$ cat src/rtl/pc_sequencer_fsm.sv
// pc_sequencer_fsm: Moore controller that steps the program counter, latches the
// instruction word into the IR and sequences data RAM, register file and ALU.
//
// Ports:
//   clk         system clock, rising edge
//   clear       synchronous active-high reset (state -> Init, IR -> 0)
//   instr_in    instruction-memory read data for the current PC
//   pc_up       PC increment strobe (Fetch)
//   pc_clr      PC clear strobe (Init)
//   ir_out      instruction register contents
//   d_addr      data-RAM address
//   d_wr        data-RAM write enable
//   rf_s        register-file write-data select (1 = RAM, 0 = ALU)
//   rf_w_addr   register-file write address
//   rf_w_en     register-file write enable
//   rf_ra_addr  register-file read port A address
//   rf_rb_addr  register-file read port B address
//   alu_sel     ALU operation (000 zero, 001 add, 010 sub)
//   state_out   current state encoding
module pc_sequencer_fsm #(
  parameter int unsigned IW  = 16,
  parameter int unsigned DAW = 8,
  parameter int unsigned RAW = 4
) (
  input  logic           clk,
  input  logic           clear,
  input  logic [IW-1:0]  instr_in,
  output logic           pc_up,
  output logic           pc_clr,
  output logic [IW-1:0]  ir_out,
  output logic [DAW-1:0] d_addr,
  output logic           d_wr,
  output logic           rf_s,
  output logic [RAW-1:0] rf_w_addr,
  output logic           rf_w_en,
  output logic [RAW-1:0] rf_ra_addr,
  output logic [RAW-1:0] rf_rb_addr,
  output logic [2:0]     alu_sel,
  output logic [3:0]     state_out
);

  typedef enum logic [3:0] {
    StInit   = 4'd0,
    StFetch  = 4'd1,
    StDecode = 4'd2,
    StNoOp   = 4'd3,
    StLoadA  = 4'd4,
    StLoadB  = 4'd5,
    StStore  = 4'd6,
    StAdd    = 4'd7,
    StSub    = 4'd8,
    StHalt   = 4'd9
  } state_e;

  localparam logic [3:0] OpNoOp  = 4'b0000;
  localparam logic [3:0] OpStore = 4'b0001;
  localparam logic [3:0] OpLoad  = 4'b0010;
  localparam logic [3:0] OpAdd   = 4'b0011;
  localparam logic [3:0] OpSub   = 4'b0100;
  localparam logic [3:0] OpHalt  = 4'b0101;

  state_e        state_q, state_d;
  logic [IW-1:0] ir_q, ir_d;
  logic [3:0]    opcode;

  assign opcode = ir_q[15:12];

  always_ff @(posedge clk) begin
    if (clear) begin
      state_q <= StInit;
      ir_q    <= '0;
    end else begin
      state_q <= state_d;
      ir_q    <= ir_d;
    end
  end

  // Next state and IR load
  always_comb begin
    state_d = StInit;
    ir_d    = ir_q;
    case (state_q)
      StInit:  state_d = StFetch;
      StFetch: begin
        state_d = StDecode;
        ir_d    = instr_in;
      end
      StDecode: begin
        case (opcode)
          OpNoOp:  state_d = StNoOp;
          OpStore: state_d = StStore;
          OpLoad:  state_d = StLoadA;
          OpAdd:   state_d = StAdd;
          OpSub:   state_d = StSub;
          OpHalt:  state_d = StHalt;
          default: state_d = StNoOp;
        endcase
      end
      StLoadA: state_d = StLoadB;
      StLoadB, StStore, StAdd, StSub, StNoOp: state_d = StFetch;
      StHalt:  state_d = StHalt;
      default: state_d = StInit;  // illegal codes recover through Init
    endcase
  end

  // Outputs: decoded from state and IR only
  always_comb begin
    pc_up      = 1'b0;
    pc_clr     = 1'b0;
    d_addr     = '0;
    d_wr       = 1'b0;
    rf_s       = 1'b0;
    rf_w_addr  = '0;
    rf_w_en    = 1'b0;
    rf_ra_addr = '0;
    rf_rb_addr = '0;
    alu_sel    = 3'b000;

    // Address fields stay on the ports outside Init so reads settle before strobes.
    if (state_q != StInit) begin
      case (opcode)
        OpLoad: begin
          d_addr    = ir_q[11:4];
          rf_w_addr = ir_q[3:0];
        end
        OpStore: begin
          rf_ra_addr = ir_q[11:8];
          d_addr     = ir_q[7:0];
        end
        OpAdd, OpSub: begin
          rf_ra_addr = ir_q[11:8];
          rf_rb_addr = ir_q[7:4];
          rf_w_addr  = ir_q[3:0];
        end
        default: ;
      endcase
    end

    case (state_q)
      StInit:  pc_clr = 1'b1;
      StFetch: pc_up  = 1'b1;
      StLoadA: rf_s   = 1'b1;  // RAM read latency cycle, no write yet
      StLoadB: begin
        rf_s    = 1'b1;
        rf_w_en = 1'b1;
      end
      StStore: d_wr = 1'b1;
      StAdd: begin
        alu_sel = 3'b001;
        rf_w_en = 1'b1;
      end
      StSub: begin
        alu_sel = 3'b010;
        rf_w_en = 1'b1;
      end
      default: ;
    endcase
  end

  assign ir_out    = ir_q;
  assign state_out = state_q;

endmodule

$ cat config.mk
export PLATFORM = sky130hd
export DESIGN_NAME = pc_sequencer_fsm
export DESIGN_NICKNAME = d
export VERILOG_FILES = /design/src/rtl/pc_sequencer_fsm.sv
export SDC_FILE = /design/constraint.sdc
export NUM_CORES = 1
export LEC_CHECK = 0
export ABC_AREA = 1
export CAP_MARGIN = 20
export CORE_MARGIN = 1.5
export CORE_UTILIZATION = 41
export DETAILED_ROUTE_END_ITERATION = 16
export GPL_TIMING_DRIVEN = 1
export PLACE_DENSITY = 0.85
export SYNTH_ARGS = -nofsm -noshare
export SYNTH_HDL_FRONTEND = slang
export SYNTH_SLANG_ARGS = --single-unit
$ cat constraint.sdc
create_clock -name clk -period 3.55 [get_ports clk]
set_input_delay 0.71 -clock clk [delete_from_list [all_inputs] [get_ports clk]]
set_output_delay 0.71 -clock clk [all_outputs]
set_load 0.01 [all_outputs]
Yosys cells after proc, flatten, opt, wreduce, memory -nomap -nowiden --
Index checks and enable logic that the tools add are counted.
Storage, ports and cells: word-level logic and storage cells 40, output and inout bits 48, input bits 18, register bits 20
Cells by class: mux-type cells 16, eq/ne operators 14, reductions and logical operators 8
Operators with widths (count):
- $pmux W4 S5 | 2
- $eq A4 B3 Y1 const B | 6
- $mux W4 | 6
- $eq A4 B2 Y1 const B | 4
- $pmux W8 S2 | 1
- $reduce_or A3 Y1 | 3
- $eq A4 B1 Y1 const B | 2
- $eq A4 B4 Y1 const B | 2
- $mux W8 | 1
- $reduce_or A6 Y1 | 1
- $mux W1 | 5
- $logic_not A4 Y1 | 1
- $pmux W2 S2 | 1
- $reduce_bool A4 Y1 | 1
- $reduce_or A2 Y1 | 2

Logic depth before layout (Yosys ltp) --
Gate-level depths: netlist (run 1).
word-level depth 4, mapped depth 7

Worst setup path after synthesis (run 1) --
Ideal clock, no wire load.
path type reg2out, start point register state_q[2], in the netlist state_out[2], end point output d_addr[0], arrival time 1092 ps, path buffers 1, required time 2840 ps, slack 1748 ps, cell stages (with the launch flop) 6, cells stage by stage dfxtp_1 nor2_4 nand3_2 buf_6 nand2_1 o22ai_1
On the way: word-level cells in the longest chain between the ends 2
Ends and longest elaborated chain:
- start, declared | line 62 | state_e state_q, state_d;
- start signal, assigned | line 70 | state_q <= StInit;
- start signal, assigned | line 73 | state_q <= state_d;
- $reduce_bool A4 Y1 | line 120 | if (state_q != StInit) begin
- $mux W8 | line 120
- end, declared | line 31 | output logic [DAW-1:0] d_addr,
No other way between the ends.

Worst setup path in the final report (run 1) --
start point register state_q[2], in the netlist state_out[2], end point output d_addr[7]
The elaborated chain is that of the path after synthesis.

==> results of run 1 <==
[sequential cells by signal, indices dropped and copies added, names as in the netlist]
register and count:
ir_out 16, state_out 4
[path summary, 6_finish.rpt]
| check | from | end | cells after the start |
|---|---|---|---|
| max | state_out[2] | d_addr[7] | 5 |
| min reg2reg | ir_out[6] | ir_out[6] | 2 |
| max reg2reg | state_out[0] | ir_out[7] | 6 |
| min | ir_out[6] | ir_out[6] | 2 |
[power groups by stage]
stage          Sequential (W)  Combinational, W  Clock, W
2_1_floorplan        0.000354          0.000403         0
3_3_place_gp         0.000341          0.000596         0
3_5_place_dp         0.000342          0.000600         0
4_1_cts              0.000337          0.000603  0.000139
5_1_grt              0.000347          0.000655  0.000147
6_report             0.000336          0.000598  0.000137
[tightest hold or removal path, stage by stage (launching register included)]
cell,delay [ns]
dfxtp_1,0.35
nand2_1,0.06
a21oi_1,0.05
[cell usage in the layout (no fill, tap or decap)]
cell type	instances
inv_4	1
conb_1	1
inv_1	10
inv_2	1
a211oi_2	4
nand2_2	10
nor2_4	1
nand3_1	3
nand2_1	42
o21ai_0	3
clkbuf_8	1
nor3_1	2
nand2_4	1
nor2_1	32
clkdlybuf4s50_1	64
nand3_2	1
o22ai_1	8
a21oi_2	9
nor2_2	1
a21oi_1	8
dfxtp_1	20
clkbuf_4	3
[logic make-up after synthesis]
kind of cell	Yosys count	share of synthesized area (%)
AO/OA/AOI/OAI	32	20.1
other	1	0.322
AND/OR/NAND/NOR	93	34.7
buffers and inverters	20	10.4
flip-flops	20	34.4
[through the flow]
step | area, um^2 | setup slack (ns) | utilization [%] | hold slack [ns]
detailed placement | 1770 | 1.19 | 64.7 | 0.486
global placement | 1770 | 1.18 | 64.7 | 0.480
CTS | 1810 | 0.812 | 66.0 | 0.501
finish | 1810 | 0.803 | 66.0 | 0.500
global route | 1810 | 0.699 | 66.0 | 0.516
floorplan | 1160 | 1.75 | - | 0.499
[final cells by class]
type                       count  area share, %
sequential                    20           22.2
multi-input combinational    126           35.6
tap                           31           2.15
inverter                      12           2.63
timing repair buffer          64           35.5
clock buffer                   4           2.01
[routing by layer]
| metal | GRT usage, % | up-vias |
|---|---|---|
| met4 | 8.16 | 0 |
| met3 | 5.76 | 5 |
| li1 | - | 657 |
| met1 | 22.5 | 573 |
| met5 | 0 | - |
| met2 | 33.8 | 42 |
==> results.sh, run 1 <==
export IMPL_p_sw_share_pct=43.9
export IMPL_crit_buf_inv=1
export IMPL_setup_viol=0
export IMPL_hpwl_um=2350
export IMPL_outcome="finished clean"
export IMPL_critPathKind="reg2out"
export IMPL_hp_class="reg2reg"
export IMPL_arrival_ns=2.04
export IMPL_dr_first_iter_drc_count=17
export IMPL_clockRootBuffer="clkbuf_4"
export IMPL_synth_area_top_cells="dfxtp_1, nand2_1, nor2_1, a21oi_2, nand2_2"
export IMPL_synth_async_sr_flop_share_pct=0
export IMPL_clock_sinks=20
export IMPL_crit_family="buffers and inverters"
export IMPL_power_frac_seq_pct=31.4
export IMPL_start_kind="flip-flop"
export IMPL_multi_input_area_um2=642
export IMPL_tightest_slew_ns=1.01
export IMPL_yosysSeqAreaShare_pct=34.4
export IMPL_worstSkewPairLatency_ns=0.31
export IMPL_start_util_pct=42.6
export IMPL_dr_pass1_iters=4
export IMPL_yosys_top_cells_count="nand2_1, nor2_1, dfxtp_1"
export IMPL_grt_pass1_wl_um=4900
export IMPL_pwr_share_clk_pct=12.8
export IMPL_p_int_w=0.000600
export IMPL_synth_cell_type_count=24
export IMPL_antenna_found_initial=0
export IMPL_routabilityCongestion=0.839
export IMPL_grt_overflow=0
export IMPL_fp_dieW_um=56.3
export IMPL_cts_buffer_depth=2
export IMPL_ys_seq_elements=20
export IMPL_synth_top_cell_by_area="dfxtp_1"
export IMPL_tritoncts="done"
export IMPL_cts_resized=0
export IMPL_synth_nets=184
export IMPL_grt_max_degree=24
export IMPL_antenna_cells=0
export IMPL_p_per_area_nw_per_um2=593
export IMPL_syn_area_per_cell_um2=7.01
export IMPL_fin_tns_setup_ns=0
export IMPL_final_hold_viol_count=0
export IMPL_vias=1277
export IMPL_pwr_share_comb_pct=55.8
export IMPL_ioPinCount=66
export IMPL_n_fill_cell=253
export IMPL_wl_met2_um=1470
export IMPL_drive_gt1_share_pct=14.6
export IMPL_wl_met1_um=1350
export IMPL_max_cap_violations=0
export IMPL_core_area_um2=2730
export IMPL_htreeDepth=1
export IMPL_portBuffers=64
export IMPL_leakage_nw=0.647
export IMPL_rsz0062_at_grt="false"
export IMPL_slew_violations=0
export IMPL_drt_total_wl_um=3120
export IMPL_post_cts_setup_buffer_count=0
export IMPL_wl_per_cell_um=12.1
export IMPL_worst_setup_path_end_kind="output port"
export IMPL_slew_headroom_pct=32.7
export IMPL_finClkSkew_ns=0.00557
export IMPL_syn2layout_area_growth_pct=55.2
export IMPL_synth_edf_count=0
export IMPL_timing_fmax_mhz=364
export IMPL_place_inst=253
export IMPL_synth_main_ff_cell="dfxtp_1"
export IMPL_finalPower_w=0.00107
export IMPL_fin_nets=245
export IMPL_yosys_area_top_type_share_pct=34.4
export IMPL_power_switching_w=0.000470
export IMPL_ant_nets=0
export IMPL_ys_warn_count=0
export IMPL_postCtsHoldBufs=0
export IMPL_critical_path_max_stage_delay_ns=0.57
export IMPL_dieHeight_um=56.3
export IMPL_syn_inst=166
export IMPL_clk_pin_slew_worst_paths_ns=0.12
export IMPL_cp_slowest_cell="clkdlybuf4s50_1"
export IMPL_rows=19
export IMPL_cts_buffers=3
export IMPL_regArea_um2=400
export IMPL_routed_via_density=4.97
export IMPL_worstPathRequired_ns=2.84
export IMPL_finalCritPeriodShare_pct=77.4
export IMPL_wl_met3_um=257
export IMPL_dieArea_um2=3170
export IMPL_top_layer="met4"
export IMPL_path_max_fanout=13
export IMPL_drc=0
export IMPL_syn_area_um2=1160
export IMPL_grt_usage_pct=19.6
export IMPL_grt_pass1_vias=1148
export IMPL_reg2reg_slack_ns=2.21
export IMPL_yosysMostFrequentCell="nand2_1"
export IMPL_finalCriticalPeriod_ns=2.75
export IMPL_ir_drop_mv=0.418
export IMPL_crit_chain="nor2_4 -> nand3_2 -> nand2_1 -> o22ai_1 -> clkdlybuf4s50_1"
export IMPL_final_cells=257
Note: power is estimated with default switching activity, not from simulation.
==> run 2, diff against run 1 <==
--- a/config.mk
+++ b/config.mk
@@ -8,10 +8,10 @@
 export ABC_AREA = 1
 export CAP_MARGIN = 20
 export CORE_MARGIN = 1.5
-export CORE_UTILIZATION = 41
+export CORE_UTILIZATION = 38
 export DETAILED_ROUTE_END_ITERATION = 16
 export GPL_TIMING_DRIVEN = 1
-export PLACE_DENSITY = 0.85
+export PLACE_DENSITY = 0.8
 export SYNTH_ARGS = -nofsm -noshare
 export SYNTH_HDL_FRONTEND = slang
 export SYNTH_SLANG_ARGS = --single-unit
==> constraint.sdc (replaced) <==
create_clock -name clk -period 2.7 [get_ports clk]
set_input_delay 0.54 -clock clk [delete_from_list [all_inputs] [get_ports clk]]
set_output_delay 0.54 -clock clk [all_outputs]
set_load 0.01 [all_outputs]
==> results.sh, run 2 (synthesized netlist as in run 1, its figures left out) <==
export IMPL_outcome="finished clean"
export IMPL_place_inst=254
export IMPL_r2r_end="ir_out[6]"
export IMPL_cts_buffers=3
export IMPL_post_cts_setup_buffer_count=0
export IMPL_reg2reg_from="state_out[0]"
export IMPL_final_cell_mix="clkdlybuf4s50_1, nand2_1, nor2_1"
export IMPL_dr_first_iter_drc_count=47
export IMPL_core_area_um2=2830
export IMPL_syn2layout_area_growth_pct=56.6
export IMPL_final_hold_viol_count=0
export IMPL_finalCritPeriodShare_pct=94.1
export IMPL_ioPinCount=66
export IMPL_max_cap_violations=0
export IMPL_leakage_nw=0.653
export IMPL_post_route_util_pct=64.4
export IMPL_dieArea_um2=3400
export IMPL_setup_slack_ns=0.158
export IMPL_drt_total_wl_um=3060
export IMPL_fin_nets=246
export IMPL_setup_viol=0
export IMPL_ir_drop_mv=0.440
export IMPL_grt_usage_pct=18.9
export IMPL_vias=1281
export IMPL_place_ws_ns=0.473
export IMPL_clockRootBuffer="clkbuf_4"
export IMPL_cts_buffer_depth=2
export IMPL_hp_class="reg2reg"
export IMPL_arrival_ns=2.00
export IMPL_finalPower_w=0.00142
export IMPL_clock_sinks=20
export IMPL_worstSkewPairLatency_ns=0.30
export IMPL_timing_fmax_mhz=393
export IMPL_fp_dieW_um=58.3
export IMPL_finClkSkew_ns=0.00206
export IMPL_use_met3_pct=5.27
export IMPL_grt_pass1_wl_um=5040
export IMPL_finalCriticalPeriod_ns=2.54
export IMPL_postCtsHoldBufs=0
export IMPL_dr_pass1_iters=4
export IMPL_routabilityCongestion=0.785
export IMPL_busiest_layer="met2"
export IMPL_grt_pass1_vias=1190
export IMPL_final_common_cell="clkdlybuf4s50_1"
export IMPL_critPathKind="reg2out"
export IMPL_ant_nets=0
export IMPL_drc=0
export IMPL_use_met2_pct=31.0
export IMPL_grt_max_degree=24
export IMPL_worstPathRequired_ns=2.16
export IMPL_hold_path_depth=2
export IMPL_htreeDepth=1
export IMPL_antenna_found_initial=0
export IMPL_rows=19
export IMPL_wl_per_cell_um=11.9
export IMPL_reg2reg_slack_ns=1.38
export IMPL_grt_overflow=0
export IMPL_rr_worst_depth=6
export IMPL_worst_setup_path_end_kind="output port"
export IMPL_portBuffers=64
export IMPL_grt_use_met1_pct=23.4
export IMPL_start_util_pct=41.1
export IMPL_start_kind="flip-flop"
export IMPL_cts_resized=0
export IMPL_antenna_cells=0
export IMPL_hpwl_um=2300
export IMPL_path_max_fanout=13
export IMPL_fin_tns_setup_ns=0
export IMPL_clk_pin_slew_worst_paths_ns=0.12
export IMPL_p_per_area_nw_per_um2=777
export IMPL_dieHeight_um=58.3
export IMPL_largest_reg_flops=16
export IMPL_hold_path_end="ir_out[7]"
export IMPL_min_from="ir_out[7]"
export IMPL_tritoncts="done"
export IMPL_slew_violations=0
export IMPL_rsz0062_at_grt="false"
export IMPL_routed_via_density=4.97
export IMPL_final_cells=258
export IMPL_drive_gt1_share_pct=16.3
## run 2: changes by cell type in the layout (fill, tap and decap cells not counted)
cell and delta:
buf_4 +1, dfxtp_1 -1, dfxtp_2 +1, nand3_1 -1, nand3_2 +1, nor2_1 -1
nor2_2 +1
## run 2: power breakdown
group	switching [W]	leakage, nW	internal (W)
Sequential	0.0000781	0.165	0.000368
Clock	0.0000951	0.0210	0.0000823
Combinational	0.000451	0.468	0.000341
## run 2: metrics by stage
stage | hold slack, ns | instance area, um^2
after floorplan | 0.499 | 1160
after global placement | 0.483 | 1780
after detailed placement | 0.488 | 1780
after CTS | 0.506 | 1810
after global routing | 0.521 | 1820
final | 0.499 | 1820
## run 2: worst max path at each step
stage | end | depth (start not counted) | slack [ns] | start
after floorplan | d_addr[0] | 5 | 1.07 | state_out[2]
after detailed placement | d_addr[6] | 5 | 0.47 | state_out[2]
after global placement | d_addr[6] | 5 | 0.48 | state_out[2]
after global routing | d_addr[5] | 6 | 0.03 | ir_out[15]
after CTS | d_addr[6] | 5 | 0.11 | state_out[2]
final | d_addr[6] | 5 | 0.16 | state_out[1]
## run 2: per-layer routing
| metal | share of wire [%] | vias up |
|---|---|---|
| met5 | 0 | - |
| met1 | 45 | 569 |
| met3 | 9.0 | 7 |
| met2 | 45 | 49 |
| met4 | 1.7 | 0 |
| li1 | - | 656 |
## run 2: worst max-delay path, cell delays in order, from the launching register on
cell and delay, ns:
dfxtp_1 0.44, inv_1 0.11, nand3_2 0.23, nand2_1 0.14, o22ai_1 0.21, clkdlybuf4s50_1 0.57
## run 2: final cells by class
| class | instances | area, um^2 |
|---|---|---|
| Multi-Input combinational cell | 126 | 649 |
| Fill cell | 270 | 1010 |
| Tap cell | 31 | 38.8 |
| Timing Repair Buffer | 65 | 648 |
| Clock buffer | 4 | 36.3 |
| Inverter | 12 | 47.5 |
| Sequential cell | 20 | 402 |
==> run 3, diff against run 2 <==
--- a/config.mk
+++ b/config.mk
@@ -7,11 +7,13 @@
 export LEC_CHECK = 0
 export ABC_AREA = 1
 export CAP_MARGIN = 20
+export CELL_PAD_IN_SITES_DETAIL_PLACEMENT = 1
+export CELL_PAD_IN_SITES_GLOBAL_PLACEMENT = 2
 export CORE_MARGIN = 1.5
-export CORE_UTILIZATION = 38
+export CORE_UTILIZATION = 19
 export DETAILED_ROUTE_END_ITERATION = 16
 export GPL_TIMING_DRIVEN = 1
-export PLACE_DENSITY = 0.8
+export PLACE_DENSITY_LB_ADDON = 0.1
 export SYNTH_ARGS = -nofsm -noshare
 export SYNTH_HDL_FRONTEND = slang
 export SYNTH_SLANG_ARGS = --single-unit
==> results.sh, run 3 (synthesized netlist as in run 1, its figures left out) <==
export IMPL_dieArea_um2=6600
export IMPL_grt_pass1_vias=1433
export IMPL_worst_setup_path_end_kind="output port"
export IMPL_finClkSkew_ns=0.00771
export IMPL_cts_buffers=3
export IMPL_syn2layout_area_growth_pct=64.9
export IMPL_largest_reg_flops=16
export IMPL_fp_dieW_um=81.3
export IMPL_dieHeight_um=81.3
export IMPL_timing_fmax_mhz=395
export IMPL_max_cap_violations=0
export IMPL_core_area_um2=5920
export IMPL_hpwl_um=3270
export IMPL_clk_pin_slew_worst_paths_ns=0.09
export IMPL_worstPathRequired_ns=2.16
export IMPL_multi_input_area_um2=649
export IMPL_drc=0
export IMPL_leakage_nw=0.674
export IMPL_crit_chain="inv_1 -> nand3_1 -> nor2_1 -> a21oi_1 -> nor2_1 -> clkdlybuf4s50_1"
export IMPL_setup_viol=0
export IMPL_drive_gt1_share_pct=15.8
export IMPL_finalCriticalPeriod_ns=2.53
export IMPL_clock_sinks=20
export IMPL_place_inst=299
export IMPL_hold_ws_ns=0.496
export IMPL_routabilityCongestion=0.709
export IMPL_start_kind="flip-flop"
export IMPL_critical_path_max_stage_delay_ns=0.56
export IMPL_final_cells=303
export IMPL_vias=1300
export IMPL_post_cts_setup_buffer_count=0
export IMPL_critPathKind="reg2out"
export IMPL_clockRootBuffer="clkbuf_8"
export IMPL_tritoncts="done"
export IMPL_final_cell_mix="clkdlybuf4s50_1, nand2_1, nor2_1"
export IMPL_ant_nets=0
export IMPL_grt_pass1_wl_um=6640
export IMPL_start_util_pct=19.7
export IMPL_n_fill_cell=741
export IMPL_path_common_cell="nor2_1"
export IMPL_routed_via_density=4.29
export IMPL_outcome="finished clean"
export IMPL_path_max_fanout=5
export IMPL_cp_slowest_cell="clkdlybuf4s50_1"
export IMPL_dr_pass1_iters=4
export IMPL_final_hold_viol_count=0
export IMPL_hp_class="reg2reg"
export IMPL_ir_drop_mv=0.331
export IMPL_slew_violations=0
export IMPL_final_common_cell="clkdlybuf4s50_1"
export IMPL_arrival_ns=1.99
export IMPL_wl_per_cell_um=13.8
export IMPL_drt_total_wl_um=4190
export IMPL_p_per_area_nw_per_um2=830
export IMPL_antenna_found_initial=0
export IMPL_cts_buffer_depth=2
export IMPL_grt_overflow=0
export IMPL_rows=28
export IMPL_ioPinCount=66
export IMPL_fin_tns_setup_ns=0
export IMPL_rsz0062_at_grt="false"
export IMPL_regArea_um2=402
export IMPL_grt_max_degree=24
export IMPL_worstSkewPairLatency_ns=0.26
export IMPL_htreeDepth=1
export IMPL_fin_nets=247
export IMPL_finalCritPeriodShare_pct=93.7
export IMPL_grt_usage_pct=13.3
export IMPL_dr_first_iter_drc_count=33
export IMPL_portBuffers=64
export IMPL_antenna_cells=0
==> run 3: cell types whose count changed in the layout (fill, tap and decap cells not counted), sizes merged <==
cell / delta
buf: +1
bufinv: +1
clkbuf: -1
==> run 3: area by class of cell <==
class / instances / share of cell area, %
Clock buffer: 3 / 2.15
Clock inverter: 1 / 1.56
Inverter: 12 / 2.48
Multi-Input combinational cell: 126 / 33.8
Sequential cell: 20 / 20.9
Tap cell: 75 / 4.89
Timing Repair Buffer: 66 / 34.2
==> run 3: timing repair <==
| action | CTS | global route |
|---|---|---|
| endpoints found under the setup margin | 0 | 4 |
| gates resized for setup | 0 | 2 |
| hold buffers | 0 | 0 |
==> run 3: metal layers <==
| layer | track usage (%) | part of all wire [%] | up-vias |
|---|---|---|---|
| li1 | - | - | 655 |
| met4 | 4.14 | 0.64 | 0 |
| met3 | 3.48 | 6.6 | 2 |
| met2 | 23.2 | 49 | 36 |
| met5 | 0 | 0 | - |
| met1 | 15.7 | 44 | 607 |
==> run 3: critical path, delay by kind of cell, from the launching register on <==
kind            cells  cell delay, ns
buf+inv             2            0.72
compound gates      1            0.14
flops               1            0.34
simple gates        3            0.52
==> run 3: path summary, 6_finish.rpt <==
check / startpoint / end / slack, ns / depth (start not counted)
worst max-delay path: ir_out[13] / rf_ra_addr[3] / 0.17 / 6
worst min-delay path: ir_out[5] / ir_out[5] / 0.50 / 2
worst max register to register: state_out[0] / ir_out[7] / 1.24 / 7
worst min register to register: ir_out[5] / ir_out[5] / 0.50 / 2
==> run 3: per-stage QoR <==
step / setup WS, ns / instance area, um^2 / total power, W / utilization, %
floorplan: 1.07 / 1160 / 0.000995 / -
global placement: 0.384 / 1840 / 0.00128 / 31.1
detailed placement: 0.392 / 1840 / 0.00130 / 31.1
CTS: 0.0755 / 1910 / 0.00162 / 32.3
global route: 0.0136 / 1920 / 0.00173 / 32.4
finish: 0.169 / 1920 / 0.00159 / 32.4
==> run 3: power breakdown <==
group	total [W]	switching (W)	internal [W]
Combinational	0.000837	0.000484	0.000353
Clock	0.000309	0.000111	0.000198
Sequential	0.000448	0.0000792	0.000368
Total	0.00159	0.000674	0.000920
